`config.mk`:
```
export PLATFORM = sky130hd
export DESIGN_NAME = ram_dp_param
export DESIGN_NICKNAME = d
export VERILOG_FILES = /design/src/rtl/ram_pkg.sv /design/src/rtl/ram_rd_pipe.sv /design/src/rtl/ram_dp_param.sv
export SDC_FILE = /design/constraint.sdc
export NUM_CORES = 1
export LEC_CHECK = 0
export CAP_MARGIN = 20
export CORE_AREA = 2 2 390 199
export CTS_CLUSTER_DIAMETER = 200
export DETAILED_ROUTE_END_ITERATION = 7
export DIE_AREA = 0 0 392 201
export DONT_BUFFER_PORTS = 1
export GPL_TIMING_DRIVEN = 0
export PLACE_DENSITY_LB_ADDON = 0.3
export SYNTH_ARGS = -nofsm -noshare
export SYNTH_HDL_FRONTEND = slang
export SYNTH_SLANG_ARGS = --single-unit
export TNS_END_PERCENT = 100
```
`constraint.sdc`:
```
create_clock -name clk -period 5.9 [get_ports clk]
set_input_delay 0.59 -clock clk [delete_from_list [all_inputs] [get_ports clk]]
set_output_delay 0.59 -clock clk [all_outputs]
set_load 0.05 [all_outputs]
```
`src/rtl/ram_pkg.sv`:
```
// Shared types and constants for the dual-port RAM and the code that drives it.
package ram_pkg;

    // Same-address, same-edge collision policy for the read port.
    typedef enum logic {
        WRITE_FIRST,
        READ_FIRST
    } rdw_mode_e;

    localparam int BYTE_W = 8;

    // Number of byte lanes in a word of the given width.
    function automatic int num_bytes(input int data_w);
        return data_w / BYTE_W;
    endfunction

endpackage

```
`src/rtl/ram_rd_pipe.sv`:
```
// Read-return pipeline: STAGES-deep chain carrying valid, error flag and data.
// Data registers only load alongside a valid read so the output word holds
// between reads; valid and error are cleared on reset so in-flight reads vanish.
module ram_rd_pipe #(
    parameter int DATA_W = 32,
    parameter int STAGES = 1
) (
    input  logic              clk,
    input  logic              rst_n,
    input  logic              vld_in,
    input  logic              err_in,
    input  logic [DATA_W-1:0] data_in,
    output logic              vld_out,
    output logic              err_out,
    output logic [DATA_W-1:0] data_out
);

    logic              vld_p0;
    logic              err_p0;
    logic [DATA_W-1:0] data_p0;

    // Stage p0: capture the collision-resolved read word at the request edge.
    always_ff @(posedge clk or negedge rst_n) begin
        if (!rst_n) begin
            vld_p0  <= 1'b0;
            err_p0  <= 1'b0;
            data_p0 <= '0;
        end else begin
            vld_p0 <= vld_in;
            err_p0 <= vld_in & err_in;
            if (vld_in) begin
                data_p0 <= data_in;
            end
        end
    end

    if (STAGES >= 2) begin : g_p1
        logic              vld_p1;
        logic              err_p1;
        logic [DATA_W-1:0] data_p1;

        // Stage p1: pure retiming register, no further memory lookup.
        always_ff @(posedge clk or negedge rst_n) begin
            if (!rst_n) begin
                vld_p1  <= 1'b0;
                err_p1  <= 1'b0;
                data_p1 <= '0;
            end else begin
                vld_p1 <= vld_p0;
                err_p1 <= err_p0;
                if (vld_p0) begin
                    data_p1 <= data_p0;
                end
            end
        end

        assign vld_out  = vld_p1;
        assign err_out  = err_p1;
        assign data_out = data_p1;
    end else begin : g_p0_out
        assign vld_out  = vld_p0;
        assign err_out  = err_p0;
        assign data_out = data_p0;
    end

endmodule

```
`src/rtl/ram_dp_param.sv`:
```
// Simple dual-port RAM: one byte-enabled write port, one read port with
// 1- or 2-cycle latency, selectable read-during-write policy, and range
// error flags for addresses at or beyond DEPTH.
module ram_dp_param
    import ram_pkg::*;
#(
    parameter int        DATA_W   = 32,
    parameter int        DEPTH    = 16,
    parameter int        ADDR_W   = (DEPTH > 1) ? $clog2(DEPTH) : 1,
    parameter int        RD_LAT   = 1,
    parameter rdw_mode_e RDW_MODE = WRITE_FIRST
) (
    input  logic                     clk,
    input  logic                     rst_n,
    input  logic                     wr_enb,
    input  logic [ADDR_W-1:0]        wr_addr,
    input  logic [DATA_W-1:0]        wr_data,
    input  logic [DATA_W/BYTE_W-1:0] wr_be,
    output logic                     wr_err,
    input  logic                     rd_enb,
    input  logic [ADDR_W-1:0]        rd_addr,
    output logic [DATA_W-1:0]        rd_data,
    output logic                     rd_valid,
    output logic                     rd_err
);

    localparam int              NBYTES  = num_bytes(DATA_W);
    localparam logic [ADDR_W:0] DEPTH_L = (ADDR_W + 1)'(DEPTH);

    // Elaboration-time sanity checks on the configuration.
    if (DATA_W % BYTE_W != 0) begin : g_chk_data_w
        $error("ram_dp_param: DATA_W must be a multiple of 8");
    end
    if (RD_LAT != 1 && RD_LAT != 2) begin : g_chk_rd_lat
        $error("ram_dp_param: RD_LAT must be 1 or 2");
    end

    // Replace the lanes of old_w selected by be with the matching lanes of new_w.
    function automatic logic [DATA_W-1:0] byte_merge(
        input logic [DATA_W-1:0] old_w,
        input logic [DATA_W-1:0] new_w,
        input logic [NBYTES-1:0] be
    );
        logic [DATA_W-1:0] res;
        res = old_w;
        for (int b = 0; b < NBYTES; b++) begin
            if (be[b]) begin
                res[b*BYTE_W +: BYTE_W] = new_w[b*BYTE_W +: BYTE_W];
            end
        end
        return res;
    endfunction

    logic [DATA_W-1:0] mem [DEPTH];

    logic              wr_in_range;
    logic              rd_in_range;
    logic              wr_hit;
    logic              rd_collide;
    logic [DATA_W-1:0] rd_word;

    // With a power-of-two DEPTH every address is in range and these fold away.
    assign wr_in_range = ({1'b0, wr_addr} < DEPTH_L);
    assign rd_in_range = ({1'b0, rd_addr} < DEPTH_L);
    assign wr_hit      = wr_enb && wr_in_range;
    assign rd_collide  = wr_hit && rd_enb && rd_in_range && (wr_addr == rd_addr);

    // Storage array: byte-merged write into the addressed word.
    always_ff @(posedge clk or negedge rst_n) begin
        if (!rst_n) begin
            for (int i = 0; i < DEPTH; i++) begin
                mem[i] <= '0;
            end
        end else if (wr_hit) begin
            mem[wr_addr] <= byte_merge(mem[wr_addr], wr_data, wr_be);
        end
    end

    // Read word selection: out-of-range reads return zero; a same-address
    // write either forwards its merged word or is ignored, per RDW_MODE.
    always_comb begin
        rd_word = '0;
        if (rd_in_range) begin
            rd_word = mem[rd_addr];
            if (rd_collide && (RDW_MODE == WRITE_FIRST)) begin
                rd_word = byte_merge(mem[rd_addr], wr_data, wr_be);
            end
        end
    end

    // Write error flag: one-cycle pulse after an out-of-range write request.
    always_ff @(posedge clk or negedge rst_n) begin
        if (!rst_n) begin
            wr_err <= 1'b0;
        end else begin
            wr_err <= wr_enb && !wr_in_range;
        end
    end

    ram_rd_pipe #(
        .DATA_W (DATA_W),
        .STAGES (RD_LAT)
    ) u_rd_pipe (
        .clk      (clk),
        .rst_n    (rst_n),
        .vld_in   (rd_enb),
        .err_in   (!rd_in_range),
        .data_in  (rd_word),
        .vld_out  (rd_valid),
        .err_out  (rd_err),
        .data_out (rd_data)
    );

endmodule
```
==> qor.csv <==
stage,metric,value,unit
logic_synthesis,Synthesis Warnings,0,
pwr,Lkg Pwr,13.8,nW
finish,# diodes,0,
timing,Slew @ Worst Pin,2.74,ns
logic_synthesis,post-synthesis mux area share,19.6,%
global_route,vias in the first global route,25600,
setup_path,CP Capture Type,register,
logic_synthesis,post-synthesis cell type count,56,
setup_path,R2R setup slack,3.51,ns
setup_path,Register-to-Register Path Depth,5,
outcome,status,finished with violations,
drt,routed len/inst,35.6,µm
timing,final period utilization,67.5,%
logic_synthesis,most frequent cell after synthesis,dfrtp_1,
setup_path,CP Max Fanout,10,
drt,DRT Wirelength,138000,µm
outcome,failing checks,"hold timing, slew limit",
logic_synthesis,Synth Area in Compound Gates,18.9,%
worst_hold_path,Hold Crit Class,in2async,
timing,WHS,-0.302,ns
timing,setup TNS,0,ns
drt,vias per cell,6.84,
clock_tree,cts hold-fix bufs,1,
finish,Area growth syn-to-layout,11.8,%
floorplanning,row cnt,72,
finish,ratio of cells with drive above 1 in the final layout,18.0,%
logic_synthesis,Post-synth ARST share,100,%
logic_synthesis,"Cell Area, Synth",29800,µm²
placed_design,HPWL Detailed,100000,µm
placed_design,Port Buffer Count,0,
finish,Final #Nets,2836,
job,max_cap viols,0,
clock_tree,post-cts sizing count,0,
drt,total number of vias,26400,
setup_path,Startpoint Class,input pin,
timing,Slew headroom,-83.0,%
placed_design,area post-placement,31400,µm²
timing,clk_skew,0.0303,ns
clock_tree,Num CTS Buffers,51,
drt,DRT Pass-1 Iters,7,
finish,post-route design area,33300,µm²
floorplanning,die area,78800,µm²
timing,Tmin final,3.98,ns
global_route,pin count of the biggest net entering global routing,546,
logic_synthesis,Yosys reg bits,545,
drt,initial drt markers,4588,
floorplanning,core area,75900,µm²
clock_tree,CTS Buffer Depth,3,
logic_synthesis,Mapped Avg Cell Area,11.1,µm²
floorplanning,chip height,201,µm
clock_tree,root buffer cell,clkbuf_16,
logic_synthesis,sequential fraction of the synthesis area,45.7,%
global_route,remaining global-route overflow,0,
clock_tree,post-CTS setup buffers,0,
logic_synthesis,adder-cell area share of the yosys netlist,0,%
logic_synthesis,Post-synth EDFFs,0,
clock_tree,Clock transition at path regs,0.07,ns
floorplanning,Die W,392,µm
logic_synthesis,simple-gate area share of the yosys netlist,11.2,%
logic_synthesis,xor and xnor area share after synthesis,0.117,%
timing,Fmax,251,MHz
setup_path,critical path class,in2reg,
clock_tree,Sink Count,545,
timing,"Setup violations, final",0,
finish,fillers,7064,
drt,drt drc,0,
floorplanning,I/O pins,83,
timing,"Hold Vio Cnt, Final",144,
logic_synthesis,Synth Instances,2699,
clock_tree,H-tree lvl count,2,
timing,"Slew Viols, Final",399,
clock_tree,Worst-Skew Late Latency,0.64,ns
placed_design,Placer Congestion,1.02,
logic_synthesis,Synth Flop Type,dfrtp_1,
setup_path,CP arrival,4.52,ns
timing,RSZ-0062 raised after global routing,false,
setup_path,Reg-to-Reg Start,mem[473]$_DFFE_PN0P_,
finish,Non-Filler Instances,3860,
global_route,All-Layer GR Usage,34.4,%
clock_tree,CTS tree,done,
logic_synthesis,main combinational cell family by area after synthesis,multiplexers,
setup_path,Worst EP required,6.44,ns
pwr,worst vdd ir,0.000232,V
setup_path,capturing point of the worst reg2reg path,mem[345]$_DFFE_PN0P_,
placed_design,pre-CTS WS,1.75,ns
pwr,pwr/cell area,365,nW/µm²
timing,Final Worst Setup Slack,1.92,ns
global_route,initial antenna violation count,0,
logic_synthesis,Synth top area share,45.7,%
logic_synthesis,synth cell count leaders,"545 x dfrtp_1, 426 x nor2_1, 313 x nand2_1",
drt,Final ANT Viol Nets,0,
global_route,first-pass GRT wire length,191000,µm
floorplanning,Initial Util,39.3,%
logic_synthesis,post-synth top area cell,dfrtp_1,
placed_design,placed cell count,3753,
logic_synthesis,Synth area leaders,"dfrtp_1 46%, mux4_2 15%, o31ai_1 6.3%, nor2_1 5.4%, a21oi_1 4.0%",
layer usage:
metal | GRT usage (%) | vias up | wire (µm)
li1 | - | 10200 | -
met1 | 49.5 | 13500 | 55900
met2 | 41.2 | 2395 | 50300
met3 | 22.1 | 317 | 27100
met4 | 9.41 | 4 | 3980
met5 | 2.18 | - | 231
logic make-up (layout without fill, tap and decap cells):
group           after synthesis  after routing
mux                         320            320
buf+inv                     269            393
other cells                   1              2
compound gates              738            738
simple gates                822            822
xor+xnor                      4              4
flops                       545            545
layout by cell type (no fill, tap or decap), types with 5 or more instances in the layout:
cell type	instances
nand3_1	9
a32oi_2	7
clkbuf_16	53
a32oi_1	8
a21oi_1	240
o221ai_2	9
nor2_1	426
dfrtp_1	545
a22o_1	77
buf_1	21
and3_1	6
o22ai_1	5
mux4_1	5
mux2i_1	94
buf_8	26
a22oi_1	30
buf_6	21
clkbuf_8	12
nand2b_1	34
clkbuf_1	150
a221oi_4	10
mux4_2	204
buf_4	24
mux2_2	17
clkinv_2	11
o31ai_1	252
o21ai_1	31
buf_2	60
o31ai_2	24
nand2_1	313
and3b_1	5
o41a_1	31
a2111oi_4	5
critical path: stages:
cell      delay (ns)
buf_2           0.38
buf_2           0.49
clkbuf_1        0.65
nand3b_1        0.27
nor2_1          0.96
clkbuf_1        0.83
nor2_1          0.13
a21oi_1         0.18
area by class of cell:
type / instances / area [µm²] / share of cell area, %
repair buffers: 35 / 499 / 1.50
plain buffers: 264 / 1310 / 3.92
flip-flops and latches: 545 / 13600 / 40.9
multi-input cells: 1886 / 14900 / 44.6
inverters: 5 / 18.8 / 0.0563
clock inverters: 16 / 184 / 0.552
clock buffers: 73 / 1520 / 4.56
well taps: 1036 / 1300 / 3.89
how the worst max path moves through the flow:
stage               startpoint                    to  slack, ns  cells after the start
floorplan           wr_addr[0]  mem[112]$_DFFE_PN0P_       3.34                      9
global placement    wr_addr[2]  mem[113]$_DFFE_PN0P_       1.83                      8
detailed placement  wr_addr[2]  mem[274]$_DFFE_PN0P_       1.75                      8
CTS                 wr_addr[2]  mem[274]$_DFFE_PN0P_       2.35                      8
global route        wr_addr[2]  mem[265]$_DFFE_PN0P_       2.08                      8
finish              wr_addr[2]  mem[274]$_DFFE_PN0P_       1.92                      8
power by group:
part           total, mW  switching (mW)  leakage, nW  internal (mW)
logic               2.97            1.55         6.29           1.42
clock network       3.54            1.58        0.853           1.96
registers           5.67            1.02         6.70           4.64
total               12.2            4.15         13.8           8.02
sequential cells by signal, summed over array words and instances, names as in the netlist:
| name | flops |
|---|---|
| mem | 512 |
| u_rd_pipe.data_out | 32 |
| u_rd_pipe.vld_out | 1 |
through the flow:
step	total power, mW	hold slack (ns)	util, %
after floorplan	7.55	0.294	-
after global placement	8.37	0.317	41.0
after detailed placement	8.54	0.317	41.4
after CTS	12.0	-0.317	43.6
after global routing	12.6	-0.321	43.9
final	12.2	-0.302	43.9
Note: power is estimated with default switching activity, not from simulation.
